[src/rtl/uart_pkg.sv]
// Shared constants, state encodings and packet helpers for the status-packet UART transmitter.
package uart_pkg;

    localparam int         DEFAULT_CLKS_PER_BIT = 10417;
    localparam logic [7:0] HEADER               = 8'hA5;
    localparam int         PKT_LEN              = 5;

    typedef enum logic [1:0] {
        FRAME_IDLE,
        FRAME_SEND_BYTE,
        FRAME_NEXT,
        FRAME_DONE
    } frameState_e;

    typedef enum logic [1:0] {
        BIT_IDLE,
        BIT_START,
        BIT_DATA,
        BIT_STOP
    } bitState_e;

    // Packet layout: header, player HP, monster HP, game state, checksum.
    function automatic logic [7:0] packetByte(
        input logic [2:0] idx,
        input logic [7:0] playerHp,
        input logic [7:0] monHp,
        input logic [7:0] gameState,
        input logic [7:0] checksum
    );
        logic [7:0] value;
        case (idx)
            3'd0:    value = HEADER;
            3'd1:    value = playerHp;
            3'd2:    value = monHp;
            3'd3:    value = gameState;
            default: value = checksum;
        endcase
        return value;
    endfunction

endpackage

[src/rtl/uart_tx_byte.sv]
// Single 8N1 byte serializer, LSB first. A start request in the last stop-bit cycle
// chains straight into the next start bit so bytes go out with no idle gap.
module uart_tx_byte
    import uart_pkg::*;
#(
    parameter int CLKS_PER_BIT = DEFAULT_CLKS_PER_BIT
) (
    input  logic       clk,
    input  logic       reset,
    input  logic       start,
    input  logic [7:0] data,
    output logic       tx,
    output logic       byte_busy,
    output logic       byte_done
);

    localparam int                BAUD_W    = (CLKS_PER_BIT > 1) ? $clog2(CLKS_PER_BIT) : 1;
    localparam logic [BAUD_W-1:0] BAUD_LAST = BAUD_W'(CLKS_PER_BIT - 1);

    bitState_e         state, stateNext;
    logic [BAUD_W-1:0] baudCnt, baudCntNext;
    logic [2:0]        bitCnt, bitCntNext;
    logic [7:0]        shiftReg, shiftRegNext;
    logic              baudLast;

    assign baudLast = (baudCnt == BAUD_LAST);

    always_ff @(posedge clk or negedge reset) begin
        if (!reset) begin
            state    <= BIT_IDLE;
            baudCnt  <= '0;
            bitCnt   <= '0;
            shiftReg <= '0;
        end else begin
            state    <= stateNext;
            baudCnt  <= baudCntNext;
            bitCnt   <= bitCntNext;
            shiftReg <= shiftRegNext;
        end
    end

    always_comb begin
        stateNext    = state;
        baudCntNext  = baudLast ? '0 : baudCnt + 1'b1;
        bitCntNext   = bitCnt;
        shiftRegNext = shiftReg;
        case (state)
            BIT_IDLE: begin
                baudCntNext = '0;
                if (start) begin
                    stateNext    = BIT_START;
                    shiftRegNext = data;
                end
            end
            BIT_START: begin
                if (baudLast) begin
                    stateNext  = BIT_DATA;
                    bitCntNext = '0;
                end
            end
            BIT_DATA: begin
                if (baudLast) begin
                    shiftRegNext = {1'b0, shiftReg[7:1]};
                    bitCntNext   = bitCnt + 3'd1;
                    if (bitCnt == 3'd7) begin
                        stateNext = BIT_STOP;
                    end
                end
            end
            BIT_STOP: begin
                if (baudLast) begin
                    if (start) begin
                        stateNext    = BIT_START;
                        shiftRegNext = data;
                    end else begin
                        stateNext = BIT_IDLE;
                    end
                end
            end
            default: stateNext = BIT_IDLE;
        endcase
    end

    always_comb begin
        tx = 1'b1;
        case (state)
            BIT_START: tx = 1'b0;
            BIT_DATA:  tx = shiftReg[0];
            default:   tx = 1'b1;
        endcase
        byte_busy = (state != BIT_IDLE);
        byte_done = (state == BIT_STOP) && baudLast;
    end

endmodule

[src/rtl/uart_status_tx.sv]
// Status packet transmitter: snapshots HP/state on a send request and streams
// header, three payload bytes and an XOR checksum as back-to-back 8N1 bytes.
module uart_status_tx
    import uart_pkg::*;
#(
    parameter int CLKS_PER_BIT = DEFAULT_CLKS_PER_BIT
) (
    input  logic       clk,
    input  logic       reset,
    input  logic       send,
    input  logic [7:0] player_hp,
    input  logic [7:0] mon_hp,
    input  logic [7:0] game_state,
    output logic       tx,
    output logic       busy,
    output logic       done
);

    frameState_e frameState, frameStateNext;
    logic [2:0]  byteIdx, byteIdxNext;
    logic [7:0]  playerHpSnap, monHpSnap, gameStateSnap, checksumSnap;
    logic        accept, lastByte, byteStart, byteBusy, byteDone;
    logic [7:0]  byteData;

    assign accept    = send && !busy;
    assign lastByte  = (byteIdx == 3'(PKT_LEN - 1));
    assign byteStart = accept || ((frameState == FRAME_SEND_BYTE) && byteDone && !lastByte);
    // The header is a constant, so the first byte need not wait for the snapshot to land.
    assign byteData  = accept ? HEADER
                              : packetByte(byteIdx + 3'd1, playerHpSnap, monHpSnap,
                                           gameStateSnap, checksumSnap);

    always_ff @(posedge clk or negedge reset) begin
        if (!reset) begin
            frameState <= FRAME_IDLE;
            byteIdx    <= '0;
        end else begin
            frameState <= frameStateNext;
            byteIdx    <= byteIdxNext;
        end
    end

    always_ff @(posedge clk or negedge reset) begin
        if (!reset) begin
            playerHpSnap  <= '0;
            monHpSnap     <= '0;
            gameStateSnap <= '0;
            checksumSnap  <= '0;
        end else if (accept) begin
            playerHpSnap  <= player_hp;
            monHpSnap     <= mon_hp;
            gameStateSnap <= game_state;
            checksumSnap  <= player_hp ^ mon_hp ^ game_state;
        end
    end

    // NEXT is resolved in the same cycle the stop bit ends, so it is never a resting state.
    always_comb begin
        frameStateNext = frameState;
        byteIdxNext    = byteIdx;
        case (frameState)
            FRAME_IDLE, FRAME_DONE: begin
                frameStateNext = FRAME_IDLE;
                if (accept) begin
                    frameStateNext = FRAME_SEND_BYTE;
                    byteIdxNext    = '0;
                end
            end
            FRAME_SEND_BYTE: begin
                if (byteDone) begin
                    if (!lastByte) begin
                        byteIdxNext = byteIdx + 3'd1;
                    end else begin
                        frameStateNext = FRAME_DONE;
                    end
                end
            end
            default: frameStateNext = FRAME_IDLE;
        endcase
    end

    always_comb begin
        busy = (frameState == FRAME_SEND_BYTE) && byteBusy;
        done = (frameState == FRAME_DONE);
    end

    uart_tx_byte #(
        .CLKS_PER_BIT(CLKS_PER_BIT)
    ) byteTx (
        .clk       (clk),
        .reset     (reset),
        .start     (byteStart),
        .data      (byteData),
        .tx        (tx),
        .byte_busy (byteBusy),
        .byte_done (byteDone)
    );

endmodule

[config.mk]
export PLATFORM = sky130hd
export DESIGN_NAME = uart_status_tx
export DESIGN_NICKNAME = d
export VERILOG_FILES = /design/src/rtl/uart_pkg.sv /design/src/rtl/uart_tx_byte.sv /design/src/rtl/uart_status_tx.sv
export SDC_FILE = /design/constraint.sdc
export NUM_CORES = 1
export LEC_CHECK = 0
export BUFFER_PORTS_ARGS = -buffer_cell sky130_fd_sc_hd__buf_2
export CAP_MARGIN = 10
export CORE_UTILIZATION = 60
export CTS_CLUSTER_SIZE = 28
export DETAILED_ROUTE_END_ITERATION = 8
export PLACE_DENSITY = 0.91
export SLEW_MARGIN = 0
export SYNTH_ARGS = -nofsm -noshare
export SYNTH_HDL_FRONTEND = slang
export SYNTH_HIERARCHICAL = 1
export SYNTH_SLANG_ARGS = --single-unit
[constraint.sdc]
create_clock -name clk -period 7.7 [get_ports clk]
set_clock_uncertainty 0.05 [all_clocks]
set_input_delay 0.77 -clock clk [delete_from_list [all_inputs] [get_ports clk]]
set_output_delay 0.77 -clock clk [all_outputs]
set_load 0.005 [all_outputs]
Word-level counts from Yosys, hierarchy flattened

Cells that the tools add are included.
Widths: inputs -> output; s select.

Latch bits: 0
ROM bits: 0
RAM bits: 0
Input bits: 27
Memories: 0
Register bits: 64
Output and inout bits: 3

Div/mod/pow operators: 0
Multiplexer cells: 27
Shift operators: 0
Eq/ne operators: 20
Bitwise gates (word level): 2
Reductions and logical operators: 21
$lt $le $gt $ge: 0
Add/subtract/negate cells: 3
Multiply operators: 0

Operators by type and width:

| cell                  | number |
|---|---|
| $mux 8                | 4 |
| $pmux 8 s4            | 1 |
| $mux 14               | 2 |
| $pmux 8 s3            | 1 |
| $xor 8x8->8           | 2 |
| $mux 3                | 5 |
| $add 14x1->14 const B | 1 |
| $eq 14x14->1 const B  | 1 |
| $mux 2                | 7 |
| $pmux 3 s2            | 2 |
| $ne 2x2->1 const B    | 5 |
| $ne 2x1->1 const B    | 4 |
| $pmux 2 s4            | 1 |
| $add 3x1->3 const B   | 2 |
| $eq 2x2->1 const B    | 3 |
| $eq 3x2->1 const B    | 2 |
| $eq 3x3->1 const B    | 2 |
| $reduce_and 3->1      | 2 |
| $reduce_bool 2->1     | 3 |
| $logic_and 1x1->1     | 5 |
| $reduce_and 5->1      | 1 |
| $eq 2x1->1 const B    | 2 |
| $logic_not 2->1       | 2 |
| $pmux 2 s2            | 1 |
| 10 further kinds      | 12 |

Logic depth before layout (Yosys ltp)

Depth after elaboration: 8
Mapped depth: 11
Mapped depth without buffers: 11

Modules after synthesis

The synthesis kept the hierarchy.

Modules (own cells, without submodules):

| module         | area an instance (µm²) | cells an instance | sequential area each (µm²) | times used |
|---|---|---|---|---|
| uart_status_tx | 2,015.7                | 223               | 925.9                      | 1 |
| uart_tx_byte   | 1,535.2                | 141               | 675.6                      | 1 |

Worst setup path after synthesis

No wires, ideal clock.

Path kind: register to register
From: register byteTx.baudCnt[0]
To: register byteTx.shiftReg[0]
Library setup time: 0.125 ns
Stages on the path, launching flop included: 12
Path slack: 5.060 ns
Data arrival time: 2.465 ns
Buffers on the path: 0
Cell sequence: dfrtp_1 inv_1 ha_1 and4b_1 and4_2 and2_1 nand2_1 or2_4 nand2_1 nor2_1 a211oi_4 mux2_2

Word-level cells in the longest chain between the ends: 8
Elaborated cells between the ends (all ways): 11
Those cells by class: eq/ne: 3; mux: 3; reduce/logical: 5

Ends and longest elaborated chain:

| item                             | line                 | RTL |
|---|---|---|
| from (decl)                      | uart_tx_byte.sv:21   | `logic [BAUD_W-1:0] baudCnt, baudCntNext;` |
| from (signal assigned)           | uart_tx_byte.sv:36   | `baudCnt <= baudCntNext;` |
| $eq 14x14->1 *                   | uart_tx_byte.sv:26   | `assign baudLast = (baudCnt == BAUD_LAST);` |
| $logic_and 1x1->1 *              | uart_tx_byte.sv:92   | `byte_done = (state == BIT_STOP) && baudLast;` |
| net byteDone                     | uart_status_tx.sv:22 | `logic accept, lastByte, byteStart, byteBusy, byteDone;` |
| $logic_and 1x1->1 * (2 in a row) | uart_status_tx.sv:27 | `assign byteStart = accept \|\| ((frameState == FRAME_SEND_BYTE) && byteDone && !lastByte);` |
| $logic_or 1x1->1 *               | uart_status_tx.sv:27 |  |
| net byteStart                    | uart_status_tx.sv:22 |  |
| $mux 8 *                         | --                   |  |
| $mux 8                           | --                   |  |
| $pmux 8 s3 *                     | --                   |  |
| to (signal assigned)             | uart_tx_byte.sv:38   | `shiftReg <= shiftRegNext;` |
| to (decl)                        | uart_tx_byte.sv:23   | `logic [7:0] shiftReg, shiftRegNext;` |

Mark *: on every way through the listed nets, which the timed path passes. The rest lies on a longest branch. The select of a mux whose other input is x is not followed.
A chain may end at the register's enable or synchronous reset.

Worst setup path in the final report

From: register byteTx.baudCnt[0]
To: register byteTx.shiftReg[6]

The elaborated chain is that of the path after synthesis.

==> results.json <==
{
  "yosysSeqAreaShare_pct": 45.1,
  "postCtsHoldBufs": 0,
  "dpl_worst_slack_ps": 4770,
  "initial_core_util_pct": 63.3,
  "synthArstFlopShare_pct": 100,
  "drc": 0,
  "fin_crit_sh_pct": 39.0,
  "power.density_nw_per_um2": 230,
  "cap_violations": 0,
  "cts_resized": 0,
  "status": "completed",
  "fin_cells": 469,
  "slew_violations": 0,
  "tns_ps": 0,
  "die_area_sq_um": 6230,
  "final_antenna_net_count": 0,
  "endpoint_kind": "register",
  "setup_violations": 0,
  "hold_viol": 0,
  "final_core_util_pct": 69.6,
  "wl_per_cell_um": 15.2,
  "core_sq_um": 5610,
  "hold_end": "gameStateSnap[3]",
  "critPathLaunchType": "register",
  "yosys_warnings": 6,
  "cts_tree": "yes",
  "path_max_fanout": 8,
  "placementRows": 27,
  "synth.distinct_cells": 47,
  "ys_ff_latch": 64,
  "worst_pin_slew_ps": 786,
  "num_vias": 2712,
  "cp.arrival_ps": 3170,
  "dp.cells": 453,
  "synth_edf_count": 0,
  "r2r-end": "byteTx/shiftReg[6]",
  "holdCritPathClass": "reg2reg",
  "cts_buffers": 9,
  "boundaryPins": 30,
  "clock-sinks": 64,
  "antenna_found_initial": 0,
  "critPathLaunch": "byteTx/baudCnt[0]",
  "synth_ff_type": "dfrtp_1",
  "hpwl_um": 5020,
  "cts_root_buf": "clkbuf_8",
  "port_buffers": 29,
  "avgViaCountPerCell": 5.78,
  "htreeDepth": 3,
  "synth_area_sq_um": 3550,
  "maxSlewHeadroom_pct": 47.6,
  "grt_pass1_vias": 2656,
  "die_h_um": 78.9,
  "syn_inst": 364,
  "min_delay_path_depth": 2,
  "antennaDiodeCount": 0,
  "fin_crit_ps": 3000,
  "nFillCells": 436,
  "drtIter0Drc": 222,
  "cts.clk_slew.worst_paths_ps": 80,
  "crit_type": "reg2reg",
  "clock_path_buffers": 2,
  "drt_first_pass_iters": 5,
  "p_leak_nw": 1.88,
  "grt_setup_unrepaired": "no",
  "place.gp.congestion": 0.893,
  "hold_path.startpoint": "gameStateSnap[3]",
  "grt_overflow_total": 0,
  "clk-insertion-delay-late_ps": 340,
  "die_w_um": 78.9,
  "fmax_ghz": 0.333,
  "syn_avg_cell_area_sq_um": 9.76,
  "worstPathRequired_ps": 7870,
  "area_growth_pct": 9.94,
  "finalWorstSetupSlack_ps": 4700,
  "reg2reg_from": "byteTx/baudCnt[0]",
  "power.total_uw": 896,
  "layout-drive-gt1-share_pct": 18.9,
  "r2r_slack_ps": 4700,
  "routed_wl_um": 7150,
  "vdd_drop_max_mv": 0.138,
  "grt_usage_pct": 24.5,
  "cts_setup_buffers": 0,
  "synthesis.nets": 410,
  "r2r_cells": 11,
  "grt_start_max_net_pins": 65,
  "nNetsFinal": 438,
  "grt_pass1_wl_um": 11800
}
power breakdown:
part | internal (mW) | switching, mW
Clock | 0.116 | 0.137
Combinational | 0.0871 | 0.112
Sequential | 0.402 | 0.0409
logic make-up (layout without fill, tap and decap cells):
| group | after synthesis | after routing | synth area share (%) |
|---|---|---|---|
| xor gates and xnor gates | 28 | 28 | 6.91 |
| and+or+nand+nor | 153 | 153 | 20.8 |
| buffers and inverters | 29 | 62 | 3.56 |
| DFF | 64 | 64 | 45.1 |
| muxes | 18 | 18 | 5.67 |
| adders and majority gates | 19 | 19 | 6.69 |
| AOI/OAI and AO/OA | 53 | 53 | 11.3 |
sequential cells by signal, indices dropped and copies added, names as in the netlist:
signal	flops
byteTx/baudCnt	14
byteTx/shiftReg	8
checksumSnap	8
gameStateSnap	8
monHpSnap	8
playerHpSnap	8
byteIdx	3
byteTx/bitCnt	3
byteTx/state	2
frameState	2
critical path: stages (launching register included):
cell and delay [ps]:
dfrtp_1 440, inv_1 80, ha_1 130, and4b_1 250, and4_2 280, and2_1 180
nand2_1 130, or2_4 270, nand2_1 110, nor2_1 80, a211oi_4 480, mux2_2 390
cell usage after synthesis (2+ instances only):
cell	number	area share, %
nand3_1	8	1.1
a2bb2oi_1	2	0.49
clkbuf_1	5	0.53
nand2_1	87	9.2
or3_1	5	0.88
nor2_1	21	2.2
o21ai_0	17	2.4
a221oi_1	2	0.49
and2_1	2	0.35
nor3_1	3	0.42
xor2_1	13	3.2
buf_2	8	1.1
a2111oi_0	3	0.74
nand2b_1	4	0.70
o221ai_1	3	0.74
nand4_1	4	0.70
inv_1	15	1.6
ha_1	19	6.7
dfrtp_1	64	45
a211o_1	5	1.2
a21oi_1	5	0.70
mux2_2	17	5.4
nor4_1	2	0.35
nor2b_1	3	0.53
o211ai_1	3	0.63
nor4_4	2	1.2
a222oi_1	8	2.3
xnor2_1	15	3.7
layout make-up:
cell class	count	area [sq um]	share of cell area, %
clock buffers	9	124	3.17
clock inverters	7	48.8	1.25
inverters	15	56.3	1.44
multi-input cells	271	1820	46.7
flip-flops and latches	64	1600	41.0
well taps	72	90.1	2.31
repair buffers	31	160	4.10
through the flow:
stage | hold WS (ps) | cell area, sq um
floorplan | 394 | 3550
global placement | 407 | 3730
detailed placement | 413 | 3730
CTS | 435 | 3900
global route | 449 | 3900
finish | 438 | 3900
cell usage in the layout, fill, tap and decap left out, types with 2 or more instances in the layout:
cell type | netlist | layout
a2111oi_0 | 3 | 3
a211o_1 | 5 | 5
a21oi_1 | 5 | 5
a221oi_1 | 2 | 2
a222oi_1 | 8 | 8
a2bb2oi_1 | 2 | 2
and2_1 | 2 | 2
buf_2 | 8 | 29
buf_4 | 0 | 2
clkbuf_8 | 0 | 9
clkinv_2 | 0 | 3
clkinv_4 | 0 | 3
dfrtp_1 | 64 | 64
ha_1 | 19 | 19
inv_1 | 15 | 15
mux2_2 | 17 | 17
nand2_1 | 87 | 87
nand2b_1 | 4 | 4
nand3_1 | 8 | 8
nand4_1 | 4 | 4
nor2_1 | 21 | 21
nor2b_1 | 3 | 3
nor3_1 | 3 | 3
nor4_1 | 2 | 2
nor4_4 | 2 | 2
o211ai_1 | 3 | 3
o21ai_0 | 17 | 17
o221ai_1 | 3 | 3
or3_1 | 5 | 5
xnor2_1 | 15 | 15
xor2_1 | 13 | 13
per-layer routing:
layer  vias to the layer above  global-route usage (%)  wire (um)
met5                         -                       0          0
met4                         0                    12.5        134
met3                        14                    3.79        250
met1                      1319                    31.2       3250
li1                       1308                       -          -
met2                        71                    40.5       3510
how the worst max path moves through the flow:
stage,to,depth (start not counted)
detailed placement,byteTx/shiftReg[6],11
global placement,byteTx/shiftReg[4],11
finish,byteTx/shiftReg[6],11
global route,byteTx/shiftReg[6],11
CTS,byteTx/shiftReg[6],11
floorplan,byteTx/shiftReg[0],11
(Power assumes the default switching activity.)
